`config.mk`:
```
export PLATFORM = sky130hd
export DESIGN_NAME = uart_rx
export DESIGN_NICKNAME = d
export VERILOG_FILES = /design/src/rtl/uart_rx.sv
export SDC_FILE = /design/constraint.sdc
export NUM_CORES = 1
export LEC_CHECK = 0
export ABC_AREA = 1
export BUFFER_PORTS_ARGS = -buffer_cell sky130_fd_sc_hd__buf_2
export CAP_MARGIN = 0
export CORE_ASPECT_RATIO = 0.75
export CORE_MARGIN = 1.5
export CORE_UTILIZATION = 35
export CTS_BUF_LIST = sky130_fd_sc_hd__clkbuf_16
export DETAILED_ROUTE_END_ITERATION = 7
export GPL_TIMING_DRIVEN = 0
export PLACE_DENSITY = 0.6
export SETUP_SLACK_MARGIN = 0.4
export SYNTH_ARGS = -nofsm -noshare
export SYNTH_HDL_FRONTEND = slang
export SYNTH_SLANG_ARGS = --single-unit
```
`constraint.sdc`:
```
create_clock -name clk -period 2.2 [get_ports clk]
set_input_delay 0.22 -clock clk [delete_from_list [all_inputs] [get_ports clk]]
set_output_delay 0.22 -clock clk [all_outputs]
set_load 0.01 [all_outputs]
```
`src/rtl/uart_rx.sv`:
```
// UART receiver: 2-FF synchronised rx line, oversampled start-bit qualification,
// LSB-first data, optional parity, one stop bit, one-clock rx_done strobe.
module uart_rx #(
    parameter int DATA_BITS  = 8,
    parameter int OVERSAMPLE = 16,
    parameter int PARITY_EN  = 0,
    parameter int PARITY_ODD = 0
) (
    input  logic                 clk,
    input  logic                 rst,
    input  logic                 tick,
    input  logic                 rx,
    output logic [DATA_BITS-1:0] rx_data,
    output logic                 rx_done,
    output logic                 frame_err,
    output logic                 parity_err,
    output logic                 busy
);

    localparam int SW = $clog2(OVERSAMPLE);
    localparam int BW = $clog2(DATA_BITS);
    localparam logic [SW-1:0] S_HALF = SW'(OVERSAMPLE / 2 - 1);
    localparam logic [SW-1:0] S_LAST = SW'(OVERSAMPLE - 1);
    localparam logic [BW-1:0] B_LAST = BW'(DATA_BITS - 1);
    localparam logic          ODD    = (PARITY_ODD != 0);
    localparam logic          PAR_ON = (PARITY_EN != 0);

    typedef enum logic [2:0] {
        IDLE,
        START,
        DATA,
        PARITY,
        STOP
    } state_t;

    state_t                 state;
    logic                   rx_meta;
    logic                   rx_s;
    logic                   rx_s_d;
    logic [SW-1:0]          s_cnt;
    logic [BW-1:0]          bit_cnt;
    logic [DATA_BITS-1:0]   shreg;
    logic                   parity_bit;
    logic                   fall;

    // Synchroniser flops reset to the idle-high line level so reset never fakes a start edge.
    always_ff @(posedge clk or posedge rst) begin
        if (rst) begin
            rx_meta <= 1'b1;
            rx_s    <= 1'b1;
            rx_s_d  <= 1'b1;
        end else begin
            rx_meta <= rx;
            rx_s    <= rx_meta;
            rx_s_d  <= rx_s;
        end
    end

    assign fall = rx_s_d && !rx_s;

    always_ff @(posedge clk or posedge rst) begin
        if (rst) begin
            state      <= IDLE;
            s_cnt      <= '0;
            bit_cnt    <= '0;
            shreg      <= '0;
            parity_bit <= 1'b0;
            rx_data    <= '0;
            rx_done    <= 1'b0;
            frame_err  <= 1'b0;
            parity_err <= 1'b0;
            busy       <= 1'b0;
        end else begin
            rx_done <= 1'b0;
            case (state)
                IDLE: begin
                    if (fall) begin
                        state   <= START;
                        s_cnt   <= '0;
                        bit_cnt <= '0;
                        busy    <= 1'b1;
                    end
                end

                // Qualify the start bit at its centre; every later sample lands mid-bit.
                START: begin
                    if (tick) begin
                        if (s_cnt == S_HALF) begin
                            s_cnt <= '0;
                            if (!rx_s) begin
                                state <= DATA;
                            end else begin
                                state <= IDLE;
                                busy  <= 1'b0;
                            end
                        end else begin
                            s_cnt <= s_cnt + SW'(1);
                        end
                    end
                end

                DATA: begin
                    if (tick) begin
                        if (s_cnt == S_LAST) begin
                            s_cnt <= '0;
                            shreg <= {rx_s, shreg[DATA_BITS-1:1]};
                            if (bit_cnt == B_LAST) begin
                                bit_cnt <= '0;
                                state   <= PAR_ON ? PARITY : STOP;
                            end else begin
                                bit_cnt <= bit_cnt + BW'(1);
                            end
                        end else begin
                            s_cnt <= s_cnt + SW'(1);
                        end
                    end
                end

                PARITY: begin
                    if (tick) begin
                        if (s_cnt == S_LAST) begin
                            s_cnt      <= '0;
                            parity_bit <= rx_s;
                            state      <= STOP;
                        end else begin
                            s_cnt <= s_cnt + SW'(1);
                        end
                    end
                end

                // Returning to IDLE at mid-stop lets a back-to-back start edge be caught.
                STOP: begin
                    if (tick) begin
                        if (s_cnt == S_LAST) begin
                            s_cnt      <= '0;
                            rx_data    <= shreg;
                            rx_done    <= 1'b1;
                            frame_err  <= ~rx_s;
                            parity_err <= PAR_ON && (((^shreg) ^ parity_bit) != ODD);
                            state      <= IDLE;
                            busy       <= 1'b0;
                        end else begin
                            s_cnt <= s_cnt + SW'(1);
                        end
                    end
                end

                default: begin
                    state <= IDLE;
                    s_cnt <= '0;
                    busy  <= 1'b0;
                end
            endcase
        end
    end

endmodule

```
==> impl_metrics.tcl <==
set metrics [dict create \
    final_layout_size_suffix_gt1_share_pct 29.1 \
    cts_resized 0 \
    r2r_start "s_cnt[0]$_DFFE_PP0P_" \
    worst_pin_slew_ps 694 \
    p_sw_share_pct 36.5 \
    numCtsBuffers 5 \
    grt_pass1_vias 1142 \
    final_util_pct 42.8 \
    rsz0062_at_grt "no" \
    synthTopCellsByArea "dfrtp_1, nand2_1, o21ai_2, dfstp_2, inv_1" \
    worstReg2RegEnd "frame_err$_DFFE_PP0P_" \
    num_rows 21 \
    synth_ff_type "dfrtp_1" \
    timing.final.crit_share_pct 71.3 \
    viasPerCell 4.44 \
    synthArstFlopShare_pct 100 \
    relSlewSlack_pct 53.5 \
    comb_power_share_pct 32.8 \
    first_iter_violations 48 \
    cp_data_arrival_time_ps 1730 \
    gr-usage-all-layers_pct 13.9 \
    portBuffers 14 \
    diodes 0 \
    pwr-share-seq_pct 35.6 \
    synth_fp_nets 190 \
    finalHoldViolations 18 \
    start_util_pct 36.2 \
    power.leakage_uw 0.000960 \
    finalHoldWorstSlack_ps -38.0 \
    die_width_um 81.3 \
    synthCells 183 \
    synth_cell_types 23 \
    yosysTopAreaCell "dfrtp_1" \
    fp.dieArea_um2 5010 \
    area_growth_pct 18.2 \
    p_sw_uw 736 \
    ir_drop_uv 481 \
    synth_top_area_share_pct 45.1 \
    multi_input_area_um2 681 \
    antenna_left 0 \
    crit_required_ps 2360 \
    p_clk_share_pct 31.6 \
    rrSetupSlack_ps 630 \
    p_total_uw 2010 \
    finalMaxSlewViolations 0 \
    clockBufferDepth 2 \
    path_clk_slew_ps 50 \
    yosys_warnings 0 \
    path_class "reg -> reg" \
    finalSetupTns_ps 0 \
    post-cts-setup-buffers 0 \
    ys_seq_area_share_pct 50.0 \
    cp_max_fo 10 \
    finClkSkew_ps 5.99 \
    htree_levels 2 \
    violations "negative hold slack" \
    status "finished, violations left" \
    holdBufCountCts 0 \
    power_density_nw_per_um2 1060 \
    layout_min_cycle_time_ps 1570 \
    synth_most_common_cell "nand2_1" \
    clock_latency_ps 270 \
    startpoint_type "flop" \
    core-area_um2 4440 \
    r2r_cells 7 \
    gp_congestion 0.768 \
    wl_per_cell_um 10.8 \
    grt_max_degree 33 \
    max_freq_ghz 0.637 \
    root_buffer "clkbuf_16" \
    min_path_type "in -> async" \
    synth_edf_count 0 \
    max-cap-violations 0 \
    die_h_um 61.7 \
    fin_nets 212 \
    syn_area_um2 1610 \
    num_io_pins 16 \
    clock_sinks 32 \
    grt-ovfl-total 0 \
    synth_common_cells "nand2_1, dfrtp_1, inv_1" \
    dr.pass1.iters 4 \
    antenna_found_initial 0 \
    synth-seq-cells 32 \
    tritoncts "done" \
    setup_violations 0 \
    syn_area_per_cell_um2 8.79 \
    p_int_uw 1280 \
    num_vias 1168 \
    routed_wirelength_um 2850 \
    post-dp-hpwl_um 2000 \
    ff_latch_area_um2 805 \
    grt_pass1_wl_um 5150 \
    cp-end-kind "flop" \
    drc_errors 0 \
    num-fill-cells 458 \
]
-- layout by cell type (no fill, tap or decap) --
cell type   n
a21oi_1     2
nor2_2      3
buf_6       3
dfstp_2     3
conb_1      1
buf_4       1
inv_4       1
nand2_1    61
nand3_1    13
o21ai_1     4
o21ai_0     2
dfrtp_1    29
nand2_2     6
buf_2      14
inv_1      19
clkbuf_16   5
nor2_1      6
ha_1        3
nor2_4      3
nand3_2     3
nand3b_1    1
o21ai_2    16
xor2_1      1
buf_8       1
clkinv_1    3
inv_2       1
or2_1       1
-- logic make-up (layout without fill, tap and decap cells) --
kind of cell | count (synthesis) | count (layout) | share of synthesized area [%]
DFF | 32 | 32 | 50.0
buffers and inverters | 25 | 48 | 7.63
adders and majority gates | 3 | 3 | 2.33
xor gates and xnor gates | 1 | 1 | 0.545
other | 1 | 1 | 0.233
AOI/OAI and AO/OA | 24 | 24 | 11.2
and+or+nand+nor | 97 | 97 | 28.0
-- sequential cells by signal, summed over array words and instances (netlist names) --
| name | count |
|---|---|
| rx_meta | 1 |
| rx_s | 1 |
| rx_done | 1 |
| state | 3 |
| rx_s_d | 1 |
| busy | 1 |
| rx_data | 8 |
| bit_cnt | 3 |
| s_cnt | 4 |
| frame_err | 1 |
| shreg | 8 |
-- cell type report --
cell class | count | area share (%)
clock buffers | 5 | 6.58
well taps | 57 | 3.75
plain buffers | 4 | 2.17
multi-input cells | 126 | 35.8
inverters | 21 | 4.28
clock inverters | 3 | 0.592
flip-flops and latches | 32 | 42.3
repair buffers | 15 | 4.48
-- routing by layer --
| metal | routed length [µm] | GRT usage, % | vias up | part of all wire [%] |
|---|---|---|---|---|
| met3 | 111 | 4.38 | 6 | 3.9 |
| met4 | 46 | 5.91 | 0 | 1.6 |
| met2 | 1110 | 19.8 | 17 | 39 |
| met5 | 0 | 0 | - | 0 |
| li1 | - | - | 619 | - |
| met1 | 1580 | 19.6 | 526 | 55 |
-- metrics by stage --
step,cells,setup WS (ps),cell area [µm²]
global placement,254,631,1750
global route,263,456,1900
CTS,262,588,1890
floorplan,183,836,1610
finish,263,630,1900
detailed placement,254,619,1750
-- how the worst max path moves through the flow --
stage | from | endpoint | slack, ps | cells after the start
finish | s_cnt[0]$_DFFE_PP0P_ | frame_err$_DFFE_PP0P_ | 630 | 7
global placement | s_cnt[0]$_DFFE_PP0P_ | frame_err$_DFFE_PP0P_ | 630 | 7
detailed placement | s_cnt[0]$_DFFE_PP0P_ | frame_err$_DFFE_PP0P_ | 620 | 7
CTS | s_cnt[0]$_DFFE_PP0P_ | frame_err$_DFFE_PP0P_ | 590 | 7
floorplan | s_cnt[0]$_DFFE_PP0P_ | frame_err$_DFFE_PP0P_ | 840 | 7
global route | s_cnt[0]$_DFFE_PP0P_ | frame_err$_DFFE_PP0P_ | 460 | 7
-- worst max-delay path, cell delays in order (launching register included) --
cell,delay (ps)
dfrtp_1,380
ha_1,220
nand3_2,140
nor2_2,150
nand3_2,210
buf_6,230
nand2_1,80
o21ai_2,50
-- power by group through the flow --
stage / sequential, µW / clock, µW / combinational (µW)
after floorplan: 719 / 0 / 534
after global placement: 728 / 0 / 653
after detailed placement: 728 / 0 / 652
after CTS: 719 / 650 / 658
after global routing: 725 / 672 / 774
final: 717 / 637 / 660
(Power assumes the default switching activity.)
